`config.mk`:
```
export PLATFORM = sky130hd
export DESIGN_NAME = eka_decode_stage
export DESIGN_NICKNAME = d
export VERILOG_FILES = /design/src/rtl/eka_pkg.sv /design/src/rtl/eka_decode_comb.sv /design/src/rtl/eka_decode_stage.sv
export SDC_FILE = /design/constraint.sdc
export NUM_CORES = 1
export LEC_CHECK = 0
export CORE_UTILIZATION = 32
export CTS_BUF_LIST = sky130_fd_sc_hd__clkbuf_16
export CTS_CLUSTER_DIAMETER = 200
export DETAILED_ROUTE_END_ITERATION = 8
export PLACE_DENSITY = 0.64
export SYNTH_ARGS = -nofsm -noshare
export SYNTH_HDL_FRONTEND = slang
export SYNTH_SLANG_ARGS = --single-unit
export TNS_END_PERCENT = 20
```
`constraint.sdc`:
```
create_clock -name clk -period 2.6 [get_ports clk]
set_input_delay 0.39 -clock clk [delete_from_list [all_inputs] [get_ports clk]]
set_output_delay 0.39 -clock clk [all_outputs]
set_load 0.03 [all_outputs]
```
`src/rtl/eka_pkg.sv`:
```
// Shared opcodes, ALU operation codes and the decoded control bundle
// for the Eka RV32I decode stage.
package eka_pkg;

  localparam logic [6:0] OP_R      = 7'b0110011;
  localparam logic [6:0] OP_IMM    = 7'b0010011;
  localparam logic [6:0] OP_LOAD   = 7'b0000011;
  localparam logic [6:0] OP_STORE  = 7'b0100011;
  localparam logic [6:0] OP_BRANCH = 7'b1100011;
  localparam logic [6:0] OP_LUI    = 7'b0110111;
  localparam logic [6:0] OP_AUIPC  = 7'b0010111;
  localparam logic [6:0] OP_JAL    = 7'b1101111;
  localparam logic [6:0] OP_JALR   = 7'b1100111;

  localparam logic [3:0] ALU_ADD  = 4'b0000;
  localparam logic [3:0] ALU_SUB  = 4'b1000;
  localparam logic [3:0] ALU_SLL  = 4'b0001;
  localparam logic [3:0] ALU_SLT  = 4'b0010;
  localparam logic [3:0] ALU_SLTU = 4'b0011;
  localparam logic [3:0] ALU_XOR  = 4'b0100;
  localparam logic [3:0] ALU_SRL  = 4'b0101;
  localparam logic [3:0] ALU_SRA  = 4'b1101;
  localparam logic [3:0] ALU_OR   = 4'b0110;
  localparam logic [3:0] ALU_AND  = 4'b0111;

  typedef struct packed {
    logic [4:0]  rs1;
    logic [4:0]  rs2;
    logic [4:0]  rd;
    logic [2:0]  funct3;
    logic [31:0] imm;
    logic        branch;
    logic        jump;
    logic        jalr;
    logic        link;
    logic        mem_rd;
    logic        mem_wr;
    logic        mem_to_reg;
    logic        r1_zero;
    logic        r1_pc;
    logic        alu_src;
    logic        reg_wr;
    logic [3:0]  alu_ctrl;
    logic        illegal;
  } dec_ctrl_t;

  typedef enum logic [1:0] {
    ST_EMPTY = 2'd0,
    ST_ONE   = 2'd1,
    ST_FULL  = 2'd2
  } buf_state_e;

  function automatic logic [31:0] imm_i(input logic [31:0] instr);
    return {{20{instr[31]}}, instr[31:20]};
  endfunction

  function automatic logic [31:0] imm_s(input logic [31:0] instr);
    return {{20{instr[31]}}, instr[31:25], instr[11:7]};
  endfunction

  function automatic logic [31:0] imm_b(input logic [31:0] instr);
    return {{20{instr[31]}}, instr[7], instr[30:25], instr[11:8], 1'b0};
  endfunction

  function automatic logic [31:0] imm_u(input logic [31:0] instr);
    return {instr[31:12], 12'h000};
  endfunction

  function automatic logic [31:0] imm_j(input logic [31:0] instr);
    return {{12{instr[31]}}, instr[19:12], instr[20], instr[30:21], 1'b0};
  endfunction

endpackage

```
`src/rtl/eka_decode_comb.sv`:
```
// Pure combinational RV32I decoder: raw instruction to control bundle.
// Register fields are always extracted; controls not used by an opcode stay 0.
module eka_decode_comb
  import eka_pkg::*;
#(
  parameter bit ENABLE_JUMPS = 1'b1
) (
  input  logic [31:0] instr,
  output dec_ctrl_t   ctrl
);

  logic [2:0] funct3;
  assign funct3 = instr[14:12];

  always_comb begin
    ctrl        = '0;
    ctrl.rs1    = instr[19:15];
    ctrl.rs2    = instr[24:20];
    ctrl.rd     = instr[11:7];
    ctrl.funct3 = funct3;
    case (instr[6:0])
      OP_R: begin
        ctrl.alu_ctrl = {instr[30], funct3};
        ctrl.reg_wr   = 1'b1;
      end
      OP_IMM: begin
        ctrl.alu_src  = 1'b1;
        ctrl.reg_wr   = 1'b1;
        ctrl.imm      = imm_i(instr);
        // instr[30] is an opcode bit only for the shift-right pair
        ctrl.alu_ctrl = (funct3 == 3'b101) ? {instr[30], funct3} : {1'b0, funct3};
      end
      OP_LOAD: begin
        ctrl.mem_rd     = 1'b1;
        ctrl.mem_to_reg = 1'b1;
        ctrl.alu_src    = 1'b1;
        ctrl.reg_wr     = 1'b1;
        ctrl.alu_ctrl   = ALU_ADD;
        ctrl.imm        = imm_i(instr);
      end
      OP_STORE: begin
        ctrl.mem_wr   = 1'b1;
        ctrl.alu_src  = 1'b1;
        ctrl.alu_ctrl = ALU_ADD;
        ctrl.imm      = imm_s(instr);
      end
      OP_BRANCH: begin
        ctrl.branch   = 1'b1;
        ctrl.alu_ctrl = ALU_SUB;
        ctrl.imm      = imm_b(instr);
      end
      OP_LUI: begin
        ctrl.r1_zero  = 1'b1;
        ctrl.alu_src  = 1'b1;
        ctrl.reg_wr   = 1'b1;
        ctrl.alu_ctrl = ALU_ADD;
        ctrl.imm      = imm_u(instr);
      end
      OP_AUIPC: begin
        ctrl.r1_pc    = 1'b1;
        ctrl.alu_src  = 1'b1;
        ctrl.reg_wr   = 1'b1;
        ctrl.alu_ctrl = ALU_ADD;
        ctrl.imm      = imm_u(instr);
      end
      OP_JAL: begin
        if (ENABLE_JUMPS) begin
          ctrl.jump     = 1'b1;
          ctrl.link     = 1'b1;
          ctrl.r1_pc    = 1'b1;
          ctrl.alu_src  = 1'b1;
          ctrl.reg_wr   = 1'b1;
          ctrl.alu_ctrl = ALU_ADD;
          ctrl.imm      = imm_j(instr);
        end else begin
          ctrl.illegal = 1'b1;
        end
      end
      OP_JALR: begin
        if (ENABLE_JUMPS) begin
          ctrl.jump     = 1'b1;
          ctrl.jalr     = 1'b1;
          ctrl.link     = 1'b1;
          ctrl.alu_src  = 1'b1;
          ctrl.reg_wr   = 1'b1;
          ctrl.alu_ctrl = ALU_ADD;
          ctrl.imm      = imm_i(instr);
        end else begin
          ctrl.illegal = 1'b1;
        end
      end
      default: ctrl.illegal = 1'b1;
    endcase
  end

endmodule

```
`src/rtl/eka_decode_stage.sv`:
```
// Registered decode stage: decodes at capture and presents results from a
// two-entry (output + skid) buffer with valid/ready flow control and flush.
module eka_decode_stage
  import eka_pkg::*;
#(
  parameter int PC_WIDTH     = 32,
  parameter bit ENABLE_JUMPS = 1'b1
) (
  input  logic                clk,
  input  logic                reset,
  input  logic                in_valid,
  output logic                in_ready,
  input  logic [31:0]         in_instr,
  input  logic [PC_WIDTH-1:0] in_pc,
  input  logic                flush,
  output logic                out_valid,
  input  logic                out_ready,
  output logic [PC_WIDTH-1:0] out_pc,
  output logic [4:0]          out_rs1,
  output logic [4:0]          out_rs2,
  output logic [4:0]          out_rd,
  output logic [2:0]          out_funct3,
  output logic [31:0]         out_imm,
  output logic                out_branch,
  output logic                out_jump,
  output logic                out_jalr,
  output logic                out_link,
  output logic                out_mem_rd,
  output logic                out_mem_wr,
  output logic                out_mem_to_reg,
  output logic                out_r1_zero,
  output logic                out_r1_pc,
  output logic                out_alu_src,
  output logic                out_reg_wr,
  output logic [3:0]          out_alu_ctrl,
  output logic                out_illegal
);

  dec_ctrl_t dec_ctrl;

  eka_decode_comb #(
    .ENABLE_JUMPS(ENABLE_JUMPS)
  ) u_decode (
    .instr(in_instr),
    .ctrl (dec_ctrl)
  );

  buf_state_e          state_reg, state_next;
  logic                in_ready_reg;
  logic                out_valid_int;
  dec_ctrl_t           out_ctrl_reg, skid_ctrl_reg;
  logic [PC_WIDTH-1:0] out_pc_reg, skid_pc_reg;
  logic                accept, consume;

  assign accept  = in_valid & in_ready_reg;
  assign consume = out_valid_int & out_ready;

  always_ff @(posedge clk) begin
    if (reset) begin
      state_reg    <= ST_EMPTY;
      in_ready_reg <= 1'b1;
    end else begin
      state_reg    <= state_next;
      in_ready_reg <= (state_next != ST_FULL);
    end
  end

  always_comb begin
    state_next = state_reg;
    if (flush) begin
      state_next = ST_EMPTY;
    end else begin
      case (state_reg)
        ST_EMPTY: if (accept) state_next = ST_ONE;
        ST_ONE: begin
          if (accept && !consume)      state_next = ST_FULL;
          else if (!accept && consume) state_next = ST_EMPTY;
        end
        ST_FULL:  if (consume) state_next = ST_ONE;
        default:  state_next = ST_EMPTY;
      endcase
    end
  end

  always_comb begin
    out_valid_int = (state_reg != ST_EMPTY);
  end

  // Entries move only on handshakes, so the output slot holds still while stalled
  always_ff @(posedge clk) begin
    if (reset) begin
      out_ctrl_reg  <= '0;
      out_pc_reg    <= '0;
      skid_ctrl_reg <= '0;
      skid_pc_reg   <= '0;
    end else if (!flush) begin
      case (state_reg)
        ST_EMPTY: begin
          if (accept) begin
            out_ctrl_reg <= dec_ctrl;
            out_pc_reg   <= in_pc;
          end
        end
        ST_ONE: begin
          if (accept && consume) begin
            out_ctrl_reg <= dec_ctrl;
            out_pc_reg   <= in_pc;
          end else if (accept) begin
            skid_ctrl_reg <= dec_ctrl;
            skid_pc_reg   <= in_pc;
          end
        end
        ST_FULL: begin
          if (consume) begin
            out_ctrl_reg <= skid_ctrl_reg;
            out_pc_reg   <= skid_pc_reg;
          end
        end
        default: ;
      endcase
    end
  end

  assign in_ready       = in_ready_reg;
  assign out_valid      = out_valid_int;
  assign out_pc         = out_pc_reg;
  assign out_rs1        = out_ctrl_reg.rs1;
  assign out_rs2        = out_ctrl_reg.rs2;
  assign out_rd         = out_ctrl_reg.rd;
  assign out_funct3     = out_ctrl_reg.funct3;
  assign out_imm        = out_ctrl_reg.imm;
  assign out_branch     = out_ctrl_reg.branch;
  assign out_jump       = out_ctrl_reg.jump;
  assign out_jalr       = out_ctrl_reg.jalr;
  assign out_link       = out_ctrl_reg.link;
  assign out_mem_rd     = out_ctrl_reg.mem_rd;
  assign out_mem_wr     = out_ctrl_reg.mem_wr;
  assign out_mem_to_reg = out_ctrl_reg.mem_to_reg;
  assign out_r1_zero    = out_ctrl_reg.r1_zero;
  assign out_r1_pc      = out_ctrl_reg.r1_pc;
  assign out_alu_src    = out_ctrl_reg.alu_src;
  assign out_reg_wr     = out_ctrl_reg.reg_wr;
  assign out_alu_ctrl   = out_ctrl_reg.alu_ctrl;
  assign out_illegal    = out_ctrl_reg.illegal;

endmodule

```
==> results.toml <==
[outcome]
status = "complete, no violations"

[cells_and_area]
layout_commonest_cell = "nand2_1"
final_cell_area_um2 = 11040
fillers = 2493
drive_gt1_share_pct = 7.502
final_cell_mix = "nand2_1, dfxtp_1, clkdlybuf4s50_1"
largest_register_ffs = 64
n_antenna_cell = 0
area_growth_pct = 31.63
final_nets = 1229
layout.cells.non_filler = 1503

[placement]
gp_congestion = 0.8029
place_area_um2 = 10420
post-place-cells = 1471
port_buffers = 168
hpwl_um = 16010

[setup_path]
cp.arrival_ps = 1730
endpoint_kind = "output port"
crit_chain = "or2_2 > clkdlybuf4s50_1"
cp_slowest_stage_delay_ps = 650
critPathRequiredTime_ps = 2210
critPathKind = "reg2out"
path_delay_family = "buffers and inverters"
startpoint_type = "flip-flop"
crit_buf_inv = 1
slowest_stage = "clkdlybuf4s50_1"
path_max_fanout = 7

[grt]
grt.overflow.total = 0
grt_pass1_vias = 7259
grt_usage_pct = 18.95
antenna_found_initial = 0
grt_pass1_wl_um = 39680
grt_max_degree = 102

[timing]
setup_tns_ps = 0
fin_skew_ps = 17.30
fin_crit_sh_pct = 81.58
hold_slack_ps = 405.2
hold_viol_final = 0
setup_viol = 0
fin_crit_ps = 2121
tightest_slew_ps = 875.7
fmax_mhz = 471.5
slew_headroom_pct = 41.62
rsz0062_at_grt = "no"
finalMaxSlewViolations = 0

[power]
p_per_area_nw_per_um2 = 613.1
fin_total_pwr_mw = 6.767
leakage_nw = 3.734
ir_worst_vdd_mv = 0.3644

[synthesis]
yosys.area.top_type = "dfxtp_1"
synthTopCellsByArea = "dfxtp_1, nand2_1, a311oi_1, nor2_1, a21oi_1"
syn_area_per_cell_um2 = 8.102
syn_nets = 1104
ys_warn_count = 0
ys_seq_elements = 195
synthesis.area_um2 = 8386
async_reset_ff_share_pct = 0
yosysSeqAreaShare_pct = 46.55
syn_inst = 1035
ys.flop_type = "dfxtp_1"
synth_top_area_share_pct = 46.55
ys_types = 55
synth_edf_count = 0

[clocking]
postCtsResizedCells = 0
cts-root-buf = "clkbuf_16"
cts.sinks = 195
cts_made_buffers = 17
clk_path_buf_depth = 2
clk_latency_ps = 440
clk_pin_slew_ps = 80
cts_tree = "done"
htreeDepth = 4
cts_hold_buf = 0
post_cts_buffers = 0

[run]
cap_violations = 0

[drt]
firstDrtPassIters = 5
first_iter_violations = 701
drt-vias-per-instance = 5.232
routedWlPerCell_um = 16.58
num_vias = 7863
antenna_left = 0
post-route-drc-count = 0
routed_wl_um = 24930

[die]
io-pin-count = 169
die_area_um2 = 26860
core_area_um2 = 25470
dieHeight_um = 163.9
rows = 58
chipWidth_um = 163.9
initial_utilization_pct = 32.92

[min_path]
hold_path.class = "in2reg"
## path summary, 6_finish.rpt
kind	from	endpoint	slack, ps	cells past startpoint
hold / removal	reset	skid_ctrl_reg[56]	410	2
setup reg to reg	state_reg[1]	skid_ctrl_reg[45]	490	4
setup / recovery	state_reg[1]	out_valid	480	2
hold reg to reg	skid_ctrl_reg[49]	skid_ctrl_reg[49]	450	2
## Yosys cell counts (3+ instances only)
library cell  instances
o21ai_0              13
and2_1                9
nor3_1               19
a21oi_1              85
dfxtp_1             195
clkbuf_1             50
o41ai_1               8
nand3_1              26
nor4_1                3
o221ai_1              8
inv_1                22
nor2_1              118
a211oi_1             38
nor2_2                3
buf_6                 4
nand2_1             241
nand3b_1              8
a221oi_1             23
mux2i_1               9
nor2b_1               4
a311oi_1             51
o32ai_1              10
buf_2                31
nand2b_1              6
buf_4                11
## per-layer routing
layer	GRT usage, %	up-vias	share of wire, %
li1	-	3872	-
met1	26.09	3750	46
met2	29.60	215	46
met3	3.157	26	5.4
met4	6.987	0	1.9
met5	0	-	0
## logic make-up (layout without fill, tap and decap cells)
logic type | Yosys count | after routing | share of synthesized area, %
and+or+nand+nor | 458 | 458 | 23.87
xor gates and xnor gates | 1 | 1 | 0.1045
muxes | 10 | 10 | 1.209
AOI/OAI and AO/OA | 251 | 251 | 21.58
buffers and inverters | 120 | 258 | 6.685
DFF | 195 | 195 | 46.55
## report_power, final
part / total, mW / internal [mW] / switching [mW]
logic: 0.893 / 0.377 / 0.517
clock network: 2.74 / 1.39 / 1.35
registers: 3.13 / 3.08 / 0.0530
total: 6.77 / 4.85 / 1.92
## area by class of cell
class	count	area, µm²	area share [%]
clock buffer	17	425.4	3.854
clock inverter	15	191.4	1.734
multi-input combinational	720	3944	35.73
timing repair buffer	204	2078	18.83
sequential	195	3904	35.37
tap	330	412.9	3.741
inverter	22	82.58	0.7481
## metrics by stage
stage / util [%] / setup slack, ps
2_1_floorplan: - / 879.4
3_3_place_gp: 40.91 / 151.6
3_5_place_dp: 40.91 / 75.12
4_1_cts: 43.33 / 451.0
5_1_grt: 43.33 / 357.3
6_report: 43.33 / 479.0
Power figures use the tool's default switching activity.
